## src/rtl/seq_add_sub_unit_pkg.sv

```systemverilog
// Shared definitions for the multi-cycle add/subtract unit: function codes,
// FSM state encodings, flag bundle and a small sizing helper.
package seq_add_sub_unit_pkg;

    // ALU function codes; anything other than FUNC_ADD subtracts.
    localparam logic [3:0] FUNC_ADD = 4'h0;
    localparam logic [3:0] FUNC_SUB = 4'h1;

    // FSM state encodings.
    localparam logic [1:0] ST_IDLE = 2'd0;
    localparam logic [1:0] ST_CALC = 2'd1;
    localparam logic [1:0] ST_DONE = 2'd2;

    // Result flag bundle.
    typedef struct packed {
        logic ovf;
        logic carry;
        logic zero;
    } flags_t;

    // Width of the chunk index counter; at least one bit even when N = 1.
    function automatic int idx_width(input int n);
        return (n > 1) ? $clog2(n) : 1;
    endfunction

endpackage

```

## src/rtl/seq_add_sub_unit_chunk_adder.sv

```systemverilog
// One chunk of the ripple sum: W-bit add with carry in, exposing the carry
// out of the chunk and the carry into its top bit for overflow detection.
module chunk_adder #(
    parameter int W = 4
) (
    input  logic [W-1:0] a,
    input  logic [W-1:0] b,
    input  logic         cin,
    output logic [W-1:0] sum,
    output logic         cout,
    output logic         c_msb
);

    logic [W:0] full_sum;

    // Plain W+1 bit addition; the carry into the top bit is recovered from the
    // top sum bit, which avoids a separate (W-1)-bit adder and works for W = 1.
    always_comb begin
        full_sum = {1'b0, a} + {1'b0, b} + {{W{1'b0}}, cin};
        sum      = full_sum[W-1:0];
        cout     = full_sum[W];
        c_msb    = full_sum[W-1] ^ a[W-1] ^ b[W-1];
    end

endmodule

```

## src/rtl/seq_add_sub_unit.sv

```systemverilog
// Multi-cycle add/subtract unit. Operands are summed CHUNK_WIDTH bits per
// cycle, LSB chunk first, with valid/ready handshakes on both sides.
// DATA_WIDTH must be a multiple of CHUNK_WIDTH.
module seq_add_sub_unit
    import seq_add_sub_unit_pkg::*;
#(
    parameter int DATA_WIDTH  = 16,
    parameter int CHUNK_WIDTH = 4
) (
    input  logic                  clk,
    input  logic                  reset_n,
    input  logic                  in_valid,
    output logic                  in_ready,
    input  logic [DATA_WIDTH-1:0] A,
    input  logic [DATA_WIDTH-1:0] B,
    input  logic [3:0]            FuncCode,
    input  logic                  sat_en,
    output logic                  out_valid,
    input  logic                  out_ready,
    output logic [DATA_WIDTH-1:0] C,
    output logic                  OverflowFlag,
    output logic                  CarryFlag,
    output logic                  ZeroFlag
);

    localparam int N     = DATA_WIDTH / CHUNK_WIDTH;
    localparam int IDX_W = idx_width(N);
    localparam logic [IDX_W-1:0] LAST_IDX = IDX_W'(N - 1);

    // Clamp to the signed extreme on the side of A's sign when enabled.
    function automatic logic [DATA_WIDTH-1:0] saturate(
        input logic [DATA_WIDTH-1:0] raw,
        input logic                  ovf,
        input logic                  sat,
        input logic                  a_msb
    );
        logic signed [DATA_WIDTH-1:0] max_pos;
        logic signed [DATA_WIDTH-1:0] min_neg;
        max_pos                 = '1;
        max_pos[DATA_WIDTH-1]   = 1'b0;
        min_neg                 = '0;
        min_neg[DATA_WIDTH-1]   = 1'b1;
        if (sat && ovf) begin
            return a_msb ? min_neg : max_pos;
        end
        return raw;
    endfunction

    // Control state
    logic [1:0]       state_q, state_d;
    logic [IDX_W-1:0] idx_q, idx_d;
    logic             carry_q, carry_d;

    // Captured request (data, not reset)
    logic signed [DATA_WIDTH-1:0] a_q, a_d;
    logic [DATA_WIDTH-1:0]        b_q, b_d;
    logic                         sub_q, sub_d;
    logic                         sat_q, sat_d;
    logic [DATA_WIDTH-1:0]        res_q, res_d;

    // Visible result and flags
    logic [DATA_WIDTH-1:0] c_q, c_d;
    flags_t                flags_q, flags_d;

    // Chunk datapath
    int                    chunk_base;
    logic [CHUNK_WIDTH-1:0] a_chunk;
    logic [CHUNK_WIDTH-1:0] b_chunk;
    logic [CHUNK_WIDTH-1:0] sum_chunk;
    logic                   cout_chunk;
    logic                   cmsb_chunk;
    logic                   ovf_now;

    // Select the operand chunk addressed by the index counter.
    always_comb begin
        chunk_base = int'(idx_q) * CHUNK_WIDTH;
        a_chunk    = a_q[chunk_base +: CHUNK_WIDTH];
        b_chunk    = b_q[chunk_base +: CHUNK_WIDTH];
    end

    chunk_adder #(
        .W (CHUNK_WIDTH)
    ) u_chunk_adder (
        .a     (a_chunk),
        .b     (b_chunk),
        .cin   (carry_q),
        .sum   (sum_chunk),
        .cout  (cout_chunk),
        .c_msb (cmsb_chunk)
    );

    assign ovf_now = cmsb_chunk ^ cout_chunk;

    // Next-state logic: capture in IDLE, one chunk per CALC cycle, hold in DONE.
    always_comb begin
        state_d = state_q;
        idx_d   = idx_q;
        carry_d = carry_q;
        a_d     = a_q;
        b_d     = b_q;
        sub_d   = sub_q;
        sat_d   = sat_q;
        res_d   = res_q;
        c_d     = c_q;
        flags_d = flags_q;

        case (state_q)
            ST_IDLE: begin
                if (in_valid) begin
                    // Subtraction is A + ~B + 1: invert B once here, seed carry with 1.
                    sub_d   = (FuncCode != FUNC_ADD);
                    a_d     = A;
                    b_d     = (FuncCode != FUNC_ADD) ? ~B : B;
                    sat_d   = sat_en;
                    carry_d = (FuncCode != FUNC_ADD);
                    idx_d   = '0;
                    state_d = ST_CALC;
                end
            end
            ST_CALC: begin
                res_d[chunk_base +: CHUNK_WIDTH] = sum_chunk;
                carry_d = cout_chunk;
                idx_d   = idx_q + IDX_W'(1);
                if (idx_q == LAST_IDX) begin
                    // Final chunk: its top bit is the word MSB, so flags come from here.
                    flags_d.ovf   = ovf_now;
                    flags_d.carry = sub_q ? ~cout_chunk : cout_chunk;
                    c_d           = saturate(res_d, ovf_now, sat_q, a_q[DATA_WIDTH-1]);
                    flags_d.zero  = (c_d == '0);
                    state_d       = ST_DONE;
                end
            end
            ST_DONE: begin
                if (out_ready) begin
                    state_d = ST_IDLE;
                end
            end
            default: begin
                state_d = ST_IDLE;
            end
        endcase
    end

    // Control, visible result and flags: cleared by reset.
    always_ff @(posedge clk or negedge reset_n) begin
        if (!reset_n) begin
            state_q <= ST_IDLE;
            idx_q   <= '0;
            carry_q <= 1'b0;
            c_q     <= '0;
            flags_q <= '0;
        end else begin
            state_q <= state_d;
            idx_q   <= idx_d;
            carry_q <= carry_d;
            c_q     <= c_d;
            flags_q <= flags_d;
        end
    end

    // Operand and partial-result storage: always rewritten before use.
    always_ff @(posedge clk) begin
        a_q   <= a_d;
        b_q   <= b_d;
        sub_q <= sub_d;
        sat_q <= sat_d;
        res_q <= res_d;
    end

    assign in_ready     = (state_q == ST_IDLE);
    assign out_valid    = (state_q == ST_DONE);
    assign C            = c_q;
    assign OverflowFlag = flags_q.ovf;
    assign CarryFlag    = flags_q.carry;
    assign ZeroFlag     = flags_q.zero;

endmodule

```

## config.mk

```make
export PLATFORM = sky130hd
export DESIGN_NAME = seq_add_sub_unit
export DESIGN_NICKNAME = d
export VERILOG_FILES = /design/src/rtl/seq_add_sub_unit_pkg.sv /design/src/rtl/seq_add_sub_unit_chunk_adder.sv /design/src/rtl/seq_add_sub_unit.sv
export SDC_FILE = /design/constraint.sdc
export NUM_CORES = 1
export LEC_CHECK = 0
export ABC_AREA = 1
export BUFFER_PORTS_ARGS = -buffer_cell sky130_fd_sc_hd__buf_2
export CORE_ASPECT_RATIO = 1.2
export CORE_UTILIZATION = 35
export DETAILED_ROUTE_END_ITERATION = 16
export GPL_TIMING_DRIVEN = 1
export HOLD_SLACK_MARGIN = 0.05
export SLEW_MARGIN = 0
export SYNTH_ARGS = -nofsm -noshare
export SYNTH_HDL_FRONTEND = slang
export SYNTH_SLANG_ARGS = --single-unit
```

## constraint.sdc

```tcl
create_clock -name clk -period 3.1 [get_ports clk]
set_input_delay 0.775 -clock clk [delete_from_list [all_inputs] [get_ports clk]]
set_output_delay 0.775 -clock clk [all_outputs]
set_load 0.02 [all_outputs]
```

-- Word level (Yosys, flattened, before mapping)
Index checks and enable logic that the tools add are counted.
- add/subtract/negate cells: 4
- multiply operators: 0
- div/mod/pow operators: 0
- order comparisons: 0
- eq/ne operators: 6
- shift operators: 4
- muxes and demuxes: 19
- bitwise gates (word level): 5
- reductions and logical operators: 9
- operators by type and width (operator ; count):
    $mux W16 ; 6
    $neg A4 Y33 ; 1
    $shift A4 B33 Y16 const A ; 1
    $shiftx A4 B33 Y16 ; 1
    $shiftx A16 B5 Y4 ; 2
    $bwmux W16 ; 1
    $logic_not A16 Y1 ; 1
    $not A16 Y16 ; 1
    $mux W2 ; 4
    $pmux W2 S3 ; 1
    $reduce_and A2 Y1 ; 3
    $add A4 B4 Y5 ; 1
    $add A5 B1 Y5 ; 1
    $mux W1 ; 5
    $eq A2 B2 Y1 const B ; 2
    $ne A2 B2 Y1 const B ; 2
    $pmux W2 S2 ; 1
    $reduce_bool A4 Y1 ; 1
    $reduce_and A3 Y1 ; 1
    $xor A1 B1 Y1 ; 3
    $add A2 B1 Y2 const B ; 1
    $eq A2 B1 Y1 const B ; 1
    $logic_not A2 Y1 ; 1
    $ne A2 B1 Y1 const B ; 1
    4 further kinds ; 4
- flip-flop bits (word level): 74
- bits in latches: 0
- bits in writable memories: 0
- memory bits (read-only): 0
- bits of input ports: 41
- output and inout bits: 21
- word-level logic and storage cells: 59
- memories kept: 0

-- Logic depth before layout (Yosys ltp)
Gate-level depths: netlist (run 1).
- depth after elaboration: 14
- gate-level depth with buffers: 23
- depth with buffers taken out: 21

-- Modules after synthesis
Synthesis (run 1) repeated with hierarchy kept, for this count alone.
- cell total of the unflattened synthesis: 346
- area, all modules: 3608.5 um^2
- by module, submodules not included (module ; times used ; cells each ; area each (um^2) ; seq. area each (um^2)):
    seq_add_sub_unit ; 1 ; 315 ; 3408.3 ; 2102.0
    chunk_adder ; 1 ; 31 ; 200.2 ; 0.0

-- Worst setup path after synthesis (run 1)
Ideal clock, no wire load.
- path kind: reg2reg
- start point: register idx_q[0]
- end point: register c_q[10] (netlist: C[10])
- setup time: 120 ps
- arrival time: 2928 ps
- data required time: 2980 ps
- setup slack: 51 ps
- cell stages (with the launch flop): 19
- path buffers: 3
- period minus slack after synthesis: 3049 ps
- cells stage by stage: dfrtp_1 > inv_2 > buf_6 > clkbuf_1 > nor2_1 > o22ai_1 > fa_1 > fa_1 > a21oi_1 > nand3_1 > nand2_1 > inv_1 > nand2_2 > nand2_2 > nand3b_1 > nand2_1 > inv_2 > buf_6 > a2bb2oi_2
- cells in the longest elaborated chain, start to end: 13
- elaborated cells between the ends (all ways): 20
- those cells by class: add/sub: 3; eq/ne: 1; shift: 4; mux: 7; bitwise: 3; reduce/logical: 2
- ends and longest elaborated chain (item ; RTL line ; text):
    start: declaration ; seq_add_sub_unit.sv:51 ; logic [IDX_W-1:0] idx_q, idx_d;
    start signal: assignment ; seq_add_sub_unit.sv:154 ; idx_q <= idx_d;
    $shiftx A16 B5 Y4, on equally long branches ; seq_add_sub_unit.sv:77, seq_add_sub_unit.sv:78 ;
    $add A4 B4 Y5 ; seq_add_sub_unit_chunk_adder.sv:19 ; full_sum = {1'b0, a} + {1'b0, b} + {{W{1'b0}}, cin};
    $add A5 B1 Y5 ; seq_add_sub_unit_chunk_adder.sv:19 ;
    $xor A1 B1 Y1 (2 in a row) ; seq_add_sub_unit_chunk_adder.sv:22 ; c_msb = full_sum[W-1] ^ a[W-1] ^ b[W-1];
    $xor A1 B1 Y1 ; seq_add_sub_unit.sv:92 ; assign ovf_now = cmsb_chunk ^ cout_chunk;
    $logic_and A1 B1 Y1 ; seq_add_sub_unit.sv:43 ; if (sat && ovf) begin
    $mux W1 ; seq_add_sub_unit.sv:43 ;
    $mux W1 ; seq_add_sub_unit.sv:124 ; if (idx_q == LAST_IDX) begin
    $mux W1 ; seq_add_sub_unit.sv:107 ; case (state_q)
    $mux W16 ; seq_add_sub_unit.sv:46 ; return raw;
    $mux W16 ; seq_add_sub_unit.sv:124 ;
    $mux W16 ; seq_add_sub_unit.sv:107 ;
    end signal: assignment ; seq_add_sub_unit.sv:150 ; c_q <= '0;
    end signal: assignment ; seq_add_sub_unit.sv:156 ; c_q <= c_d;
    end: declaration ; seq_add_sub_unit.sv:62 ; logic [DATA_WIDTH-1:0] c_q, c_d;
Parallel ways exist; a longest one is shown, timed or not. The select of a mux whose other input is x is not followed.
A chain may end at the register's enable or synchronous reset.

-- Worst setup path in the final report (run 1)
- start point: register idx_q[0]
- end point: register flags_q (netlist bit ZeroFlag)
- cells in the longest elaborated chain, start to end: 14
- elaborated cells between the ends (all ways): 21
- those cells by class: add/sub: 3; eq/ne: 1; shift: 4; mux: 7; bitwise: 3; reduce/logical: 3
- ends and longest elaborated chain (item ; RTL line ; text):
    $shiftx A16 B5 Y4, on equally long branches ; seq_add_sub_unit.sv:77, seq_add_sub_unit.sv:78 ;
    $add A4 B4 Y5 ; seq_add_sub_unit_chunk_adder.sv:19 ;
    $add A5 B1 Y5 ; seq_add_sub_unit_chunk_adder.sv:19 ;
    $xor A1 B1 Y1 (2 in a row) ; seq_add_sub_unit_chunk_adder.sv:22 ;
    $xor A1 B1 Y1 ; seq_add_sub_unit.sv:92 ;
    $logic_and A1 B1 Y1 ; seq_add_sub_unit.sv:43 ;
    $mux W1 ; seq_add_sub_unit.sv:43 ;
    $mux W1 ; seq_add_sub_unit.sv:124 ;
    $mux W1 ; seq_add_sub_unit.sv:107 ;
    $mux W16 ; seq_add_sub_unit.sv:46 ;
    $mux W16 ; seq_add_sub_unit.sv:124 ;
    $mux W16 ; seq_add_sub_unit.sv:107 ;
    $logic_not A16 Y1 ; seq_add_sub_unit.sv:129 ; flags_d.zero = (c_d == '0);
    end signal: assignment ; seq_add_sub_unit.sv:157 ; flags_q <= flags_d;
    end: declaration ; seq_add_sub_unit.sv:63 ; flags_t flags_q, flags_d;
Parallel ways exist; a longest one is shown, timed or not. The select of a mux whose other input is x is not followed.

==> run metrics, run 1 <==
status=complete, no violations; Synth area leaders=edfxtp_1, dfrtp_1, nand2_1; HP Class=input port to async pin; GP Congestion=0.832; final WL=7720 um; Finished Layout Cells=533; Clock Power Share=0.179; post-layout worst setup margin=0.192 ns; Longest Clk Path Bufs=2; sequential cell area=2100 um2; Max VDD drop=0.000481 V; First-pass DRT Iterations=4; Synth Area per Inst=10.9 um2; Routed wire per std cell=14.5 um; vias in the first global route=2547; initial DRC count=101; most common cell in the synthesized netlist=nand2_1; Critical Path End Type=flop; DR DRC count=0; number of synthesized flops with an enable pin=50; Worst path top cell family by delay=adder cells; CP Launch Type=flop; fillcell total=903; H-tree levels=3; Worst Path Max Fanout=6; setup_tns=0 ns; Via density=4.82; endpoints failing hold=0; Post-Place Cells=515; vias after detailed routing=2568; sw frac=0.440; Netlist cell types=28; Reg clk slew, reported paths=0.06 ns; RSZ-0062 raised after global routing=false; Ant. Diodes=0; share of the synthesized area in the top cell type=0.423; io pins=62; post-synthesis cell area=3550 um2; post-synth top area cell=edfxtp_1; PwrDens=1340 nW/um2; post-route cell area=4400 um2; crit-path max cell delay=0.44 ns; Die H=112 um; flops & latches, synth=74; die width=94.0 um; die area=10600 um2; Post-synth top flop=edfxtp_1; std cell rows=39; Max Cap Violations=0; synth warn=0; starting density of the core=0.366; CTS Hold Bufs=0; CTS root buf=clkbuf_16; Combinational Power Share=0.532; first-pass GRT wire length=12200 um; crit path kind=flop to flop; sequential area share after synthesis=0.592; max-slew violations=0; GRT Overall Usage=0.155; layout cells sized above 1=0.302; Tot Pwr=5890 uW; Synth Net Count=377; fmax=344 MHz; period utilization=0.938; Num CTS Buffers=9; Leak=0.00189 uW; CP max stage cell=dfrtp_2; share of synthesized registers carrying an async set or reset=0.324; final clock skew=0.00759 ns; Final min period=2.91 ns; Psw=2590 uW; pre-CTS setup slack=-0.0227 ns; post-route ant nets=0; TritonCTS clock tree=yes; worst relative slew slack=0.624; part of the power in registers=0.288; largest net degree at the start of global routing=26; core footprint=9710 um2; post-DP HPWL=5610 um; multi-input logic area=1280 um2; count of final setup violators=0; GRT overflow=0; clock latency on the worst-skew pair=0.34 ns; worst-path cell chain=clkbuf_2 -> o21ai_0 -> o22ai_1 -> fa_1 -> fa_2 -> a21oi_2 -> nand3_1 -> nand2_1 -> inv_1 -> nand2_2 -> nand2_2 -> nand3b_1 -> nand2_1 -> a21oi_2 -> nand3_1 -> nand2_1; Worst Path Required=3.38 ns; worst slew pin tran=0.564 ns; initial antenna violation count=0; Post-Synthesis Cells=325; CP Buf/Inv Count=2; CP arrival=3.19 ns; clock sink total=74; final net count=457; DP Area=4070 um2; CP most frequent cell=nand2_1; Area Growth Syn to Fin=24.0%; synth cell count leaders=nand2_1, edfxtp_1, o21ai_0, dfrtp_1, inv_1; Pint=3300 uW; PortBufs=61
-- state kept, by name (all words and copies together), names as in the netlist --
| signal | flops |
|---|---|
| b_q | 16 |
| CarryFlag | 1 |
| idx_q | 2 |
| res_q | 16 |
| OverflowFlag | 1 |
| a_q | 16 |
| carry_q | 1 |
| sat_q | 1 |
| ZeroFlag | 1 |
| state_q | 2 |
| C | 16 |
| sub_q | 1 |
-- metrics by stage --
step | hold slack, ns | utilization
floorplan | 0.474 | -
global placement | 0.472 | 0.419
detailed placement | 0.479 | 0.419
CTS | 0.445 | 0.450
global route | 0.470 | 0.454
finish | 0.424 | 0.454
-- power groups by stage --
| stage | Sequential [uW] | Combinational, uW | Clock [uW] |
|---|---|---|---|
| 4_1_cts | 1710 | 3050 | 1070 |
| 3_5_place_dp | 1720 | 3030 | 0 |
| 6_report | 1700 | 3140 | 1060 |
| 5_1_grt | 1740 | 3450 | 1120 |
| 3_3_place_gp | 1710 | 2950 | 0 |
| 2_1_floorplan | 1830 | 2040 | 0 |
-- final cells by class --
cell class | instances | share of cell area
well taps | 123 | 0.0349
flip-flops and latches | 74 | 0.478
repair buffers | 80 | 0.101
inverters | 31 | 0.0270
multi-input cells | 209 | 0.291
clock buffers | 9 | 0.0511
clock inverters | 7 | 0.0173
-- kinds of logic after synthesis --
kind of cell             share of synthesized area
XOR/XNOR                                    0.0444
AND/OR/NAND/NOR                              0.136
flip-flops                                   0.592
buffers and inverters                       0.0550
AO/OA/AOI/OAI                                0.130
adder cells (fa/ha/maj)                     0.0430
-- repair_timing --
item | in CTS | in global routing
gates resized for setup | 2 | 5
pin swaps | 0 | 0
setup endpoints to repair | 14 | 16
buffers inserted | 0 | 2
cloned | 0 | 0
-- path summary, 6_finish.rpt --
| check | slack [ns] | endpoint | cells after the start | from |
|---|---|---|---|---|
| worst max-delay path | 0.19 | ZeroFlag$_DFFE_PN0P_ | 16 | idx_q[0]$_DFFE_PN0P_ |
| worst min-delay path | 0.42 | C[11]$_DFFE_PN0P_ | 1 | reset_n |
| worst max register to register | 0.19 | ZeroFlag$_DFFE_PN0P_ | 16 | idx_q[0]$_DFFE_PN0P_ |
| worst min register to register | 0.49 | OverflowFlag$_DFFE_PN0P_ | 2 | OverflowFlag$_DFFE_PN0P_ |
| max in group asynchronous | 2.27 | idx_q[0]$_DFFE_PN0P_ | 1 | reset_n |
| min in group clk | 0.49 | OverflowFlag$_DFFE_PN0P_ | 2 | OverflowFlag$_DFFE_PN0P_ |
-- layout by cell type (no fill, tap or decap), drive strengths merged --
cell type	synthesis	final
o221ai	1	1
edfxtp	50	50
a2bb2oi	14	14
nor4	1	1
o22ai	7	7
xnor2	17	17
nand3b	1	1
xor2	1	1
nand4	1	1
clkbuf	2	10
o32ai	3	3
a21oi	6	6
clkinvlp	0	1
ha	9	9
dfrtp	24	24
clkinv	0	3
nand3	18	18
buf	9	79
nor2	23	23
inv	31	33
o31ai	1	1
nand2	72	72
o21ai	32	32
fa	2	2
bufinv	0	1
-- layer usage --
metal / part of all wire / vias up / track usage
met2: 0.51 / 77 / 0.263
met4: 0.028 / 0 / 0.0821
met5: 0 / - / 0
li1: - / 1277 / -
met1: 0.43 / 1199 / 0.179
met3: 0.037 / 15 / 0.0346
Power figures use the tool's default switching activity.
==> run 2: changes to the inputs <==
Settings changed: SYNTH_HIERARCHICAL set to 1.
==> run 2 against run 1 <==
  * Fmax rose by 3.1%
  * Cell count rose by 4.3%
  * First-iteration DRC count decreased by 24%
  * Flip-flop and latch count unchanged
  * Register-to-register slack better by 0.09 ns
  * Wire length down 4.6%
  * Setup slack improved by 0.087 ns
  * Non-clock buffer count down 5
  * Global-route usage is 0.12 points higher
  * Critical endpoint unchanged
==> run metrics, run 2 <==
Max Cap Violations=0; most frequent cells in the layout=nand2_1, buf_2, edfxtp_1; Area Growth Syn to Fin=24.6%; R2R depth=18; GRT Overall Usage=0.156; post-synth top area cell=edfxtp_1; starting density of the core=0.361; die area=10700 um2; Longest Clk Path Bufs=2; std cell rows=40; RR Endpoint=ZeroFlag$_DFFE_PN0P_; synth warn=6; Worst Path Required=3.37 ns; max-slew violations=0; period utilization=0.910; endpoints failing hold=0; fin util=0.449; worst relative slew slack=0.538; count of final setup violators=0; final WL=7370 um; layout cells sized above 1=0.288; Synth area leaders=edfxtp_1, dfrtp_1, nand2_1; fmax=355 MHz; initial antenna violation count=0; Die H=113 um; share of synthesized registers carrying an async set or reset=0.324; final net count=477; flops & latches, synth=74; First-pass DRT Iterations=5; Via density=4.67; setup_tns=0 ns; Post-Synthesis Cells=346; Num CTS Buffers=9; clock sink total=74; Routed wire per std cell=13.3 um; Synth Net Count=398; first-pass GRT wire length=12600 um; CP Launch Type=flop; R2R Path Start=idx_q[0]$_DFFE_PN0P_; synth cell count leaders=nand2_1, edfxtp_1, inv_1, nor2_1, dfrtp_1; largest net degree at the start of global routing=35; post-DP HPWL=5560 um; CTS root buf=clkbuf_16; R2R Setup Slk=0.28 ns; Worst Path Max Fanout=8; commonest non-fill, non-tap cell in the layout=nand2_1; PortBufs=61; crit path kind=flop to flop; Post-synth top flop=edfxtp_1; GRT overflow=0; vias in the first global route=2697; worst slew pin tran=0.692 ns; RSZ-0062 raised after global routing=false; TritonCTS clock tree=yes; post-route ant nets=0; DR DRC count=0; share of the synthesized area in the top cell type=0.416; H-tree levels=3; final clock skew=0.00760 ns; Netlist cell types=33; Critical Path End Type=flop; post-synthesis cell area=3610 um2; sequential area share after synthesis=0.583; GP Congestion=0.848; core footprint=10000 um2; io pins=62; Final min period=2.82 ns; number of synthesized flops with an enable pin=50; most common cell in the synthesized netlist=nand2_1; Reg clk slew, reported paths=0.06 ns; Synth Area per Inst=10.4 um2; initial DRC count=77; CP arrival=3.09 ns; vias after detailed routing=2599; HP Class=input port to async pin; Ant. Diodes=0; status=complete, no violations; clock latency on the worst-skew pair=0.33 ns; die width=94.7 um
-- run 2: changes by cell type after synthesis, sizes merged, moves of 3 or more --
cell / delta
inv: +10
o21ai: -6
nor2: +19
nand3: +3
nand2: -4
o32ai: -3
-- run 2: area by class of cell --
class                           instances  area [um2]
Clock buffer                           12         289
Clock inverter                          4        26.3
Fill cell                             930        5510
Inverter                               43         165
Multi-Input combinational cell        221        1340
Sequential cell                        74        2100
Tap cell                              126         158
Timing Repair Buffer                   75         414
Timing Repair inverter                  1        5.00
-- run 2: through the flow --
step	worst slack, ns	std cells	area [um2]	hold WS, ns
detailed placement	0.116	538	4130	0.484
CTS	0.0947	554	4440	0.448
floorplan	0.0334	346	3610	0.479
finish	0.279	556	4500	0.424
global placement	0.220	538	4130	0.476
global route	0.0226	556	4500	0.468
-- run 2: worst max-delay path: stages, from the launching register on --
cell,delay [ns]
dfrtp_2,0.46
clkinvlp_4,0.16
buf_4,0.17
o21ai_0,0.14
o22ai_1,0.13
ha_1,0.38
a21oi_1,0.23
nand3_1,0.12
nand3_1,0.08
nand2_1,0.08
inv_1,0.08
nand2_2,0.08
nand4_1,0.12
nand2_2,0.10
a21oi_2,0.16
nand2_1,0.08
nor2_1,0.10
nand2_1,0.05
nand2_1,0.05
-- run 2: repair_timing --
item	CTS	global route
setup endpoints to repair	0	17
resized for setup	0	13
setup buffers	0	1
hold buffers	0	0
-- run 2: layer usage --
| layer | track usage | up-vias | routed length [um] | part of all wire |
|---|---|---|---|---|
| li1 | - | 1328 | - | - |
| met1 | 0.176 | 1201 | 3030 | 0.41 |
| met2 | 0.274 | 58 | 3910 | 0.53 |
| met3 | 0.0343 | 12 | 248 | 0.034 |
| met4 | 0.0737 | 0 | 182 | 0.025 |
| met5 | 0 | - | 0 | 0 |
-- run 2: worst max path at each step --
stage | startpoint | end | depth (start not counted)
after floorplan | idx_q[0]$_DFFE_PN0P_ | ZeroFlag$_DFFE_PN0P_ | 19
after global placement | idx_q[1]$_DFFE_PN0P_ | ZeroFlag$_DFFE_PN0P_ | 17
after detailed placement | idx_q[0]$_DFFE_PN0P_ | ZeroFlag$_DFFE_PN0P_ | 16
after CTS | idx_q[0]$_DFFE_PN0P_ | ZeroFlag$_DFFE_PN0P_ | 16
after global routing | idx_q[0]$_DFFE_PN0P_ | ZeroFlag$_DFFE_PN0P_ | 20
final | idx_q[0]$_DFFE_PN0P_ | ZeroFlag$_DFFE_PN0P_ | 18
-- run 2: cell families after synthesis --
group           Yosys count  share of synthesized area
compound gates           57                      0.104
simple gates            134                      0.166
flops                    74                      0.583
fa+ha+maj                11                     0.0423
xor+xnor                 19                     0.0461
buf+inv                  51                     0.0589
Power of run 2 is not shown: default switching activity piles up to over one toggle a cycle in this logic, so the estimate is an artifact.
==> run 3: changes to the inputs <==
Clock period 3.1 ns to 3.55 ns, I/O delays scaled along.
==> run 3 against run 2 <==
  * Cell count fell by 1.4%
  * Clock skew fell by 0.00088 ns
  * Critical path type unchanged
  * Wire length fell by 1.9%
  * Non-clock buffer count fell by 7
  * Critical endpoint unchanged
  * Fmax fell by 7.8%
  * Sequential share of layout area rose by 1.3 points
  * Utilization fell by 1.2 points
  * Cell area fell by 2.8%
  * Register-to-register slack improved by 0.21 ns
  * Via count fell by 2.0%
  * First-iteration DRC count rose by 45%
  * Clock-buffer cell count did not move
==> run metrics, run 3 (synthesis results as in run 2) <==
commonest non-fill, non-tap cell in the layout=nand2_1; most frequent cells in the layout=nand2_1, buf_2, edfxtp_1; die width=94.7 um; vias after detailed routing=2548; std cell rows=40; final net count=469; crit path kind=flop to flop; core footprint=10000 um2; Routed wire per std cell=13.2 um; first-pass GRT wire length=12000 um; RSZ-0062 raised after global routing=false; die area=10700 um2; starting density of the core=0.361; Critical Path End Type=flop; CP Launch Type=flop; GRT overflow=0; io pins=62; final clock skew=0.00672 ns; Via density=4.65; Finished Layout Cells=548; clock sink total=74; worst slew pin tran=0.684 ns; fmax=327 MHz; endpoints failing hold=0; initial DRC count=112; Reg clk slew, reported paths=0.06 ns; GP Congestion=0.828; Worst Path Max Fanout=18; GRT busiest layer=met2; setup_tns=0 ns; GR Layer Usage met3=0.0370; CTS root buf=clkbuf_16; period utilization=0.862; met1 Usage GRT=0.176; Max Cap Violations=0; status=complete, no violations; DP Area=4080 um2; clock latency on the worst-skew pair=0.33 ns; PortBufs=61; CP arrival=3.33 ns; layout cells sized above 1=0.251; largest net degree at the start of global routing=35; H-tree levels=3; Ant. Diodes=0; TritonCTS clock tree=yes; max-slew violations=0; final WL=7230 um; R2R Setup Slk=0.49 ns; Area Growth Syn to Fin=21.2%; First-pass DRT Iterations=4; Worst Path Required=3.83 ns; post-route ant nets=0; post-DP HPWL=5420 um; Die H=113 um; DR DRC count=0; Num CTS Buffers=9; fillcell total=973; initial antenna violation count=0; vias in the first global route=2555; fin util=0.437; post-CTS setup buffer count=0; Longest Clk Path Bufs=2; post-route cell area=4370 um2; GRT Overall Usage=0.150; count of final setup violators=0; Final min period=3.06 ns; met2 Track Usage GR=0.257; HP Class=flop to flop; worst relative slew slack=0.543; Post-Place Cells=532
-- run 3: cell count changes in the layout (fill, tap and decap cells not counted), sizes merged --
cell      change
clkinv        +3
clkinvlp      -1
inv           -3
buf           -7
-- run 3: area by class of cell --
class                   instances  area (um2)  area share
flip-flops and latches         74        2100       0.481
clock inverters                 4        26.3     0.00601
well taps                     126         158      0.0361
inverters                      43         161      0.0369
repair buffers                 68         358      0.0819
multi-input cells             221        1310       0.299
clock buffers                  12         258      0.0590
-- run 3: what timing repair did --
action / 4_1_cts / 5_1_grt
hold endpoints to repair: 0 / 0
hold buffers: 0 / 0
resized for setup: 0 / 2
endpoints found under the setup margin: 0 / 1
-- run 3: final timing paths --
| kind | start | endpoint | depth (start not counted) |
|---|---|---|---|
| min in group asynchronous | reset_n | C[2]$_DFFE_PN0P_ | 1 |
| worst max register to register | idx_q[1]$_DFFE_PN0P_ | ZeroFlag$_DFFE_PN0P_ | 18 |
| worst min-delay path | CarryFlag$_DFFE_PN0P_ | CarryFlag$_DFFE_PN0P_ | 2 |
| max in group asynchronous | reset_n | idx_q[0]$_DFFE_PN0P_ | 1 |
| worst max-delay path | idx_q[1]$_DFFE_PN0P_ | ZeroFlag$_DFFE_PN0P_ | 18 |
| worst min register to register | CarryFlag$_DFFE_PN0P_ | CarryFlag$_DFFE_PN0P_ | 2 |
-- run 3: worst max-delay path, stage by stage (launching register included) --
cell      delay [ns]
dfrtp_1         0.52
clkinv_1        0.18
o21ai_0         0.10
o22ai_1         0.19
fa_1            0.26
inv_1           0.06
fa_1            0.41
o31ai_1         0.25
buf_4           0.16
inv_1           0.05
nand2_2         0.09
nand3_4         0.18
nand2_1         0.15
nand2_1         0.06
nor2_1          0.10
nand2_1         0.05
nor2_1          0.09
nand2_1         0.05
nand2_1         0.05
-- run 3: layer usage --
layer | vias to the layer above | share of wire
li1 | 1310 | -
met1 | 1171 | 0.42
met2 | 58 | 0.52
met3 | 9 | 0.036
met4 | 0 | 0.019
met5 | - | 0
-- run 3: per-stage QoR --
step | hold WS [ns] | worst slack [ns]
after floorplan | 0.506 | 0.422
after global placement | 0.483 | 0.393
after detailed placement | 0.490 | 0.274
after CTS | 0.503 | 0.265
after global routing | 0.535 | 0.138
final | 0.504 | 0.490
Power of run 3 is left out for the same reason.
